File: src/rtl/booth_mul_sched_if.sv
// Handshake bundle for booth_mul_sched: two operand request channels, one product channel
// and a busy status flag.
interface booth_mul_sched_if #(
    parameter int W = 4
);
    logic           req0_valid;
    logic [W-1:0]   req0_a;
    logic [W-1:0]   req0_b;
    logic           req0_ready;
    logic           req1_valid;
    logic [W-1:0]   req1_a;
    logic [W-1:0]   req1_b;
    logic           req1_ready;
    logic           res_valid;
    logic [2*W-1:0] res_p;
    logic           res_id;
    logic           res_ready;
    logic           busy;

    modport master (
        output req0_valid, req0_a, req0_b,
        output req1_valid, req1_a, req1_b,
        output res_ready,
        input  req0_ready, req1_ready,
        input  res_valid, res_p, res_id, busy
    );

    modport slave (
        input  req0_valid, req0_a, req0_b,
        input  req1_valid, req1_a, req1_b,
        input  res_ready,
        output req0_ready, req1_ready,
        output res_valid, res_p, res_id, busy
    );
endinterface

File: src/rtl/booth_mul_sched.sv
// Iterative radix-2 Booth multiplier shared by two round-robin requesters, one step per clock.
// Define BOOTH_MUL_SCHED_ZERO_BYPASS_EN to send zero-operand products straight to HOLD.
module booth_mul_sched #(
    parameter int W = 4
) (
    input  logic               clk,
    input  logic               rst_n,
    booth_mul_sched_if.slave   io_bus
);
    localparam int CW = $clog2(W) + 1;
    localparam logic [CW-1:0] LastStep = CW'(W - 1);

    typedef enum logic [1:0] {StIdle, StRun, StHold} state_e;

    state_e         r_state, w_state_d;
    logic           r_rr_ptr, w_rr_ptr_d;
    logic [W:0]     r_m, w_m_d;
    logic [W:0]     r_a, w_a_d;
    logic [W-1:0]   r_q, w_q_d;
    logic           r_qm1, w_qm1_d;
    logic [CW-1:0]  r_cnt, w_cnt_d;
    logic           r_res_valid, w_res_valid_d;
    logic [2*W-1:0] r_res_p, w_res_p_d;
    logic           r_res_id, w_res_id_d;

    logic           w_gnt_id;
    logic           w_accept;
    logic [W-1:0]   w_sel_a;
    logic [W-1:0]   w_sel_b;
    logic [W:0]     w_sum;
    logic [W:0]     w_a_sh;
    logic [W-1:0]   w_q_sh;

    // rr_ptr only matters when both requesters are valid; rst_n gates readies during reset.
    always_comb begin
        if (io_bus.req0_valid && io_bus.req1_valid) begin
            w_gnt_id = r_rr_ptr;
        end else begin
            w_gnt_id = io_bus.req1_valid;
        end
        w_accept = rst_n && (r_state == StIdle) && (io_bus.req0_valid || io_bus.req1_valid);
        w_sel_a  = w_gnt_id ? io_bus.req1_a : io_bus.req0_a;
        w_sel_b  = w_gnt_id ? io_bus.req1_b : io_bus.req0_b;
    end

    assign io_bus.req0_ready = w_accept & ~w_gnt_id;
    assign io_bus.req1_ready = w_accept & w_gnt_id;
    assign io_bus.res_valid  = r_res_valid;
    assign io_bus.res_p      = r_res_p;
    assign io_bus.res_id     = r_res_id;
    assign io_bus.busy       = (r_state != StIdle);

    // W+1-bit add/sub keeps M = -2^(W-1) exact; shift replicates A's sign.
    always_comb begin
        case ({r_q[0], r_qm1})
            2'b10:   w_sum = r_a - r_m;
            2'b01:   w_sum = r_a + r_m;
            default: w_sum = r_a;
        endcase
        w_a_sh = {w_sum[W], w_sum[W:1]};
        w_q_sh = {w_sum[0], r_q[W-1:1]};
    end

    always_comb begin
        w_state_d     = r_state;
        w_rr_ptr_d    = r_rr_ptr;
        w_m_d         = r_m;
        w_a_d         = r_a;
        w_q_d         = r_q;
        w_qm1_d       = r_qm1;
        w_cnt_d       = r_cnt;
        w_res_valid_d = r_res_valid;
        w_res_p_d     = r_res_p;
        w_res_id_d    = r_res_id;
        case (r_state)
            StIdle: begin
                if (w_accept) begin
                    w_m_d      = {w_sel_a[W-1], w_sel_a};
                    w_q_d      = w_sel_b;
                    w_a_d      = '0;
                    w_qm1_d    = 1'b0;
                    w_cnt_d    = '0;
                    w_res_id_d = w_gnt_id;
                    w_rr_ptr_d = ~w_gnt_id;
                    w_state_d  = StRun;
`ifdef BOOTH_MUL_SCHED_ZERO_BYPASS_EN
                    if ((w_sel_a == '0) || (w_sel_b == '0)) begin
                        w_res_p_d     = '0;
                        w_res_valid_d = 1'b1;
                        w_state_d     = StHold;
                    end
`endif
                end
            end
            StRun: begin
                w_a_d   = w_a_sh;
                w_q_d   = w_q_sh;
                w_qm1_d = r_q[0];
                w_cnt_d = r_cnt + CW'(1);
                if (r_cnt == LastStep) begin
                    w_res_p_d     = {w_a_sh[W-1:0], w_q_sh};
                    w_res_valid_d = 1'b1;
                    w_state_d     = StHold;
                end
            end
            StHold: begin
                if (r_res_valid && io_bus.res_ready) begin
                    w_res_valid_d = 1'b0;
                    w_state_d     = StIdle;
                end
            end
            default: w_state_d = StIdle;
        endcase
    end

    always_ff @(posedge clk or negedge rst_n) begin
        if (!rst_n) begin
            r_state     <= StIdle;
            r_rr_ptr    <= 1'b0;
            r_m         <= '0;
            r_a         <= '0;
            r_q         <= '0;
            r_qm1       <= 1'b0;
            r_cnt       <= '0;
            r_res_valid <= 1'b0;
            r_res_p     <= '0;
            r_res_id    <= 1'b0;
        end else begin
            r_state     <= w_state_d;
            r_rr_ptr    <= w_rr_ptr_d;
            r_m         <= w_m_d;
            r_a         <= w_a_d;
            r_q         <= w_q_d;
            r_qm1       <= w_qm1_d;
            r_cnt       <= w_cnt_d;
            r_res_valid <= w_res_valid_d;
            r_res_p     <= w_res_p_d;
            r_res_id    <= w_res_id_d;
        end
    end
endmodule
File: src/flat_wrapper.sv
// flat-port wrapper written by rule: the top's interface ports become plain ports
module booth_mul_sched_flat 
#(
    parameter int W = 4
)
  (clk, rst_n, io_bus_req0_valid, io_bus_req0_a, io_bus_req0_b, io_bus_req1_valid, io_bus_req1_a, io_bus_req1_b, io_bus_res_ready, io_bus_req0_ready, io_bus_req1_ready, io_bus_res_valid, io_bus_res_p, io_bus_res_id, io_bus_busy);
  booth_mul_sched_if #(.W(W)) io_bus_i ();
  input  logic clk;
  input  logic rst_n;
  input wire logic [$bits(io_bus_i.req0_valid)-1:0] io_bus_req0_valid;
  input wire logic [$bits(io_bus_i.req0_a)-1:0] io_bus_req0_a;
  input wire logic [$bits(io_bus_i.req0_b)-1:0] io_bus_req0_b;
  input wire logic [$bits(io_bus_i.req1_valid)-1:0] io_bus_req1_valid;
  input wire logic [$bits(io_bus_i.req1_a)-1:0] io_bus_req1_a;
  input wire logic [$bits(io_bus_i.req1_b)-1:0] io_bus_req1_b;
  input wire logic [$bits(io_bus_i.res_ready)-1:0] io_bus_res_ready;
  output wire logic [$bits(io_bus_i.req0_ready)-1:0] io_bus_req0_ready;
  output wire logic [$bits(io_bus_i.req1_ready)-1:0] io_bus_req1_ready;
  output wire logic [$bits(io_bus_i.res_valid)-1:0] io_bus_res_valid;
  output wire logic [$bits(io_bus_i.res_p)-1:0] io_bus_res_p;
  output wire logic [$bits(io_bus_i.res_id)-1:0] io_bus_res_id;
  output wire logic [$bits(io_bus_i.busy)-1:0] io_bus_busy;
  assign io_bus_i.req0_valid = io_bus_req0_valid;
  assign io_bus_i.req0_a = io_bus_req0_a;
  assign io_bus_i.req0_b = io_bus_req0_b;
  assign io_bus_i.req1_valid = io_bus_req1_valid;
  assign io_bus_i.req1_a = io_bus_req1_a;
  assign io_bus_i.req1_b = io_bus_req1_b;
  assign io_bus_i.res_ready = io_bus_res_ready;
  assign io_bus_req0_ready = io_bus_i.req0_ready;
  assign io_bus_req1_ready = io_bus_i.req1_ready;
  assign io_bus_res_valid = io_bus_i.res_valid;
  assign io_bus_res_p = io_bus_i.res_p;
  assign io_bus_res_id = io_bus_i.res_id;
  assign io_bus_busy = io_bus_i.busy;
  booth_mul_sched #(.W(W)) u_core (.clk(clk), .rst_n(rst_n), .io_bus(io_bus_i));
endmodule
File: config.mk
export PLATFORM = sky130hd
export DESIGN_NAME = booth_mul_sched_flat
export DESIGN_NICKNAME = d
export VERILOG_FILES = /design/src/rtl/booth_mul_sched_if.sv /design/src/rtl/booth_mul_sched.sv /design/src/flat_wrapper.sv
export SDC_FILE = /design/constraint.sdc
export NUM_CORES = 1
export LEC_CHECK = 0
export BUFFER_PORTS_ARGS = -buffer_cell sky130_fd_sc_hd__buf_2
export CAP_MARGIN = 10
export CORE_MARGIN = 10
export CORE_UTILIZATION = 45
export DETAILED_ROUTE_END_ITERATION = 16
export PLACE_DENSITY = 0.68
export SYNTH_ARGS = -nofsm -noshare
export SYNTH_HDL_FRONTEND = slang
export SYNTH_SLANG_ARGS = --single-unit
File: constraint.sdc
create_clock -name clk -period 3.3 [get_ports clk]
set_input_delay 0.33 -clock clk [delete_from_list [all_inputs] [get_ports clk]]
set_output_delay 0.33 -clock clk [all_outputs]
set_load 0.05 [all_outputs]
==> PnR_summary.wiki <==
{| class="wikitable"
! Metric !! Value
|-
| Average cell area after synthesis || 10.1 µm²
|-
| GR Overflow Total || 0
|-
| Number of clock sinks seen by CTS || 29
|-
| Final-report setup violation count || 0
|-
| Setup total negative slack || 0 ns
|-
| Worst Tran Pin Value || 0.457 ns
|-
| Post-detailed-route count of antenna-violating nets || 0
|-
| Cts repair resizes || 0
|-
| Maximum resistive drop on vdd || 240 µV
|-
| Count of pins on the block boundary || 34
|-
| Buffers and inverters on the worst path || 3
|-
| Vert. Die Dim || 80.0 µm
|-
| Cell variety after synth || 37
|-
| Layout Area Growth over Synthesis || 16.3%
|-
| # nets final || 230
|-
| Number of standard cells after synthesis || 160
|-
| Average routed wire per standard cell || 14.9 µm
|-
| Largest net degree at the start of global routing || 30
|-
| Setup repair after global routing missed its margin || false
|-
| Reg2reg end || u_core.io_bus.res_p[7]$_DFFE_PN0P_
|-
| TritonCTS Buffers || 5
|-
| Category of the most critical setup path || register to output port
|-
| Setup slack of the most critical reg-to-reg path || 0.74 ns
|-
| Maximum achievable frequency || 382 MHz
|-
| Largest fanout on the critical path || 10
|-
| Pre-antenna DRT Iters || 4
|-
| Setup crit end kind || output port
|-
| Worst-skew pair later-pin latency || 0.33 ns
|-
| Yosys warning total || 0
|-
| Core box area || 3420 µm²
|-
| Kind of cell with the highest combined delay on the critical path || simple AND/OR/NAND/NOR gates
|-
| Total Routed Length || 3.63 mm
|-
| Sequential Power Share || 53.0%
|-
| Max-slew violation count || 0
|-
| Internal power || 520 µW
|-
| Share of the yosys chip area belonging to registers || 44.8%
|-
| Reg clk slew, reported paths || 0.10 ns
|-
| Static Leak || 0.00102 µW
|-
| Final cell utilization of the core || 55.2%
|-
| Result of the run || complete, no violations
|-
| Global placer's final weighted congestion || 0.745
|-
| CP max-delay cell || sky130_fd_sc_hd__dfrtp_1
|-
| Clock tree buffer depth || 2
|-
| Via count of the first global-routing pass || 1376
|-
| Data required time of the worst path || 2.97 ns
|-
| Initial standard-cell utilization of the core || 47.5%
|-
| Kind of start point of the critical path || register
|-
| Count of buffers from port buffering || 33
|-
| Last element of the critical path || io_bus_req0_ready
|-
| Power density over the cells || 368 nW/µm²
|-
| Final critical-path share of the clock period || 79.3%
|-
| Max-capacitance violation count || 0
|-
| List of cells traversed by the critical path || inv_1, ha_1, inv_2, or2_1, nor2b_1, buf_2
|-
| Max_slew headroom || 69.2%
|-
| Endpoints failing hold || 0
|-
| Switching power share of the total || 25.1%
|-
| All-layer global routing usage || 12.4%
|-
| Via-to-Cell Ratio || 5.23
|-
| Source of the critical timing path || u_core.r_state[0]$_DFFE_PN0P_
|-
| Die outline area || 6400 µm²
|-
| Area of the mapped netlist || 1620 µm²
|-
| Area occupied by registers || 726 µm²
|-
| Antenna violations before repair || 0
|-
| Final-layout fill cell count || 317
|-
| Std cell rows || 21
|-
| Number of cells on the critical path || 6
|-
| Clock Power Share || 36.0%
|-
| Setup repair bufs after CTS || 0
|-
| Remaining design rule violation count || 0
|-
| First-pass GRT wire length || 6.36 mm
|-
| Routed vias || 1271
|-
| Part of the power in combinational logic || 11.1%
|-
| Footprint of the multi-input gates || 822 µm²
|-
| Synthesized flop and latch total || 29
|-
| Reg2reg start || u_core.r_q[0]$_DFFE_PN0P_
|-
| Final HPWL from detailed placement || 2.87 mm
|-
| Syn_nets || 194
|-
| DRC violation total after the first TritonRoute iteration || 49
|-
| Share of post-route cells with drive strength above 1 || 28.4%
|-
| CTS tree || built
|-
| Hold crit path type || input port to asynchronous set/reset pin
|-
| Worst setup skew after layout || 0.00731 ns
|-
| Number of inserted diodes || 0
|-
| Total net switching power || 174 µW
|-
| Number of hold buffers added after cts || 0
|-
| Width of the die || 80.0 µm
|-
| Clock Root Buffer || sky130_fd_sc_hd__clkbuf_4
|-
| Max incr delay on CP || 0.41 ns
|-
| Final Critical Period || 2.62 ns
|-
| Depth of the CTS H-tree || 2
|-
| Crit path DAT || 2.29 ns
|-
| Depth of the most critical reg-to-reg path || 9
|}
cells in the final DEF, fill, tap and decap left out, drive strengths merged:
cell type  instances
a21boi             1
a21o               4
a21oi              8
a22o               2
a22oi              4
a41oi              1
and2               1
buf               34
clkbuf             7
clkinv             1
dfrtp             29
fa                 1
ha                12
inv               10
mux2               9
mux2i              6
nand2             27
nand2b             1
nand3              1
nor2               6
nor2b              1
nor3               1
o211ai             1
o21ai             20
o31ai              1
or2                1
or3                1
or4                1
xnor2              2
xor2               3
worst min-delay path by stage:
| stage | startpoint | end | slack (ns) | cells after the start |
|---|---|---|---|---|
| global route | rst_n | u_core.r_a[3]$_DFFE_PN0P_ | 0.05 | 2 |
| finish | rst_n | u_core.r_a[3]$_DFFE_PN0P_ | 0.03 | 2 |
| global placement | rst_n | u_core.r_cnt[0]$_DFFE_PN0P_ | 0.41 | 2 |
| detailed placement | rst_n | u_core.r_cnt[2]$_DFFE_PN0P_ | 0.39 | 2 |
| CTS | rst_n | u_core.r_a[1]$_DFFE_PN0P_ | 0.03 | 2 |
| floorplan | rst_n | u_core.io_bus.res_id$_DFFE_PN0P_ | 0.03 | 0 |
sequential cells by signal (all words and copies together) (netlist names):
signal	cells
u_core.r_rr_ptr	1
u_core.r_a	4
u_core.r_state	2
u_core.r_cnt	3
u_core.io_bus.res_valid	1
u_core.r_q	4
u_core.io_bus.res_id	1
u_core.r_qm1	1
u_core.r_m	4
u_core.io_bus.res_p	8
cells by family after synthesis:
kind of cell / share of synthesized area, %
AO/OA/AOI/OAI: 16.7
AND/OR/NAND/NOR: 10.8
flip-flops: 44.8
buffers and inverters: 4.55
multiplexers: 9.95
adder cells (fa/ha/maj): 10.5
XOR/XNOR: 2.70
routing by layer:
| metal | up-vias | wire, µm | GRT usage, % |
|---|---|---|---|
| li1 | 622 | - | - |
| met1 | 614 | 1530 | 14.1 |
| met2 | 31 | 1800 | 20.8 |
| met3 | 4 | 263 | 5.29 |
| met4 | 0 | 31 | 3.17 |
| met5 | - | 0 | 0 |
layout make-up:
cell class                 count  share of cell area [%]
sequential                    29                    38.5
multi-input combinational    116                    43.6
clock inverter                 1                   0.265
clock buffer                   7                    3.45
tap                           46                    3.05
timing repair buffer          34                    9.16
inverter                      10                    1.99
cells in the mapped netlist:
| library cell | number | area, µm² |
|---|---|---|
| sky130_fd_sc_hd__dfrtp_1 | 29 | 726 |
| sky130_fd_sc_hd__nand2_1 | 27 | 101 |
| sky130_fd_sc_hd__o21ai_0 | 17 | 85.1 |
| sky130_fd_sc_hd__ha_1 | 12 | 150 |
| sky130_fd_sc_hd__inv_1 | 9 | 33.8 |
| sky130_fd_sc_hd__mux2_2 | 8 | 90.1 |
| sky130_fd_sc_hd__a21oi_1 | 6 | 30.0 |
| sky130_fd_sc_hd__mux2i_1 | 6 | 60.1 |
| sky130_fd_sc_hd__nor2_1 | 5 | 18.8 |
| sky130_fd_sc_hd__a21o_1 | 4 | 30.0 |
| sky130_fd_sc_hd__a22oi_1 | 4 | 30.0 |
| sky130_fd_sc_hd__xor2_1 | 3 | 26.3 |
| sky130_fd_sc_hd__a21oi_2 | 2 | 17.5 |
| sky130_fd_sc_hd__a22o_1 | 2 | 17.5 |
| sky130_fd_sc_hd__buf_6 | 2 | 22.5 |
| sky130_fd_sc_hd__o21ai_1 | 2 | 10.0 |
| sky130_fd_sc_hd__xnor2_1 | 2 | 17.5 |
| sky130_fd_sc_hd__a21boi_4 | 1 | 18.8 |
| sky130_fd_sc_hd__a41oi_1 | 1 | 8.76 |
| sky130_fd_sc_hd__and2_1 | 1 | 6.26 |
| sky130_fd_sc_hd__buf_2 | 1 | 5.00 |
| sky130_fd_sc_hd__clkbuf_1 | 1 | 3.75 |
| sky130_fd_sc_hd__clkbuf_2 | 1 | 5.00 |
| sky130_fd_sc_hd__fa_1 | 1 | 20.0 |
| sky130_fd_sc_hd__inv_2 | 1 | 3.75 |
| sky130_fd_sc_hd__mux2_1 | 1 | 11.3 |
| sky130_fd_sc_hd__nand2b_1 | 1 | 6.26 |
| sky130_fd_sc_hd__nand3_1 | 1 | 5.00 |
| sky130_fd_sc_hd__nor2_2 | 1 | 6.26 |
| sky130_fd_sc_hd__nor2b_1 | 1 | 6.26 |
| sky130_fd_sc_hd__nor3_1 | 1 | 5.00 |
| sky130_fd_sc_hd__o211ai_1 | 1 | 7.51 |
| sky130_fd_sc_hd__o21ai_2 | 1 | 8.76 |
| sky130_fd_sc_hd__o31ai_1 | 1 | 7.51 |
| sky130_fd_sc_hd__or2_1 | 1 | 6.26 |
| sky130_fd_sc_hd__or3_1 | 1 | 6.26 |
| sky130_fd_sc_hd__or4_1 | 1 | 7.51 |
power groups by stage:
stage	Clock, µW	Sequential, µW	Combinational (µW)
final	250	368	76.9
after global routing	274	369	88.0
after CTS	254	368	78.0
after detailed placement	0	375	77.4
after global placement	0	374	74.4
after floorplan	0	375	45.7
stage by stage:
| stage | instance area (µm²) | setup slack [ns] | hold WS [ns] | std cells | power [µW] |
|---|---|---|---|---|---|
| 2_1_floorplan | 1620 | 0.912 | 0.0344 | 160 | 420 |
| 3_3_place_gp | 1820 | 0.842 | 0.406 | 235 | 449 |
| 3_5_place_dp | 1820 | 0.758 | 0.394 | 235 | 452 |
| 4_1_cts | 1890 | 0.699 | 0.0340 | 243 | 700 |
| 5_1_grt | 1890 | 0.518 | 0.0469 | 243 | 731 |
| 6_report | 1890 | 0.684 | 0.0287 | 243 | 694 |
Power figures use the tool's default switching activity.
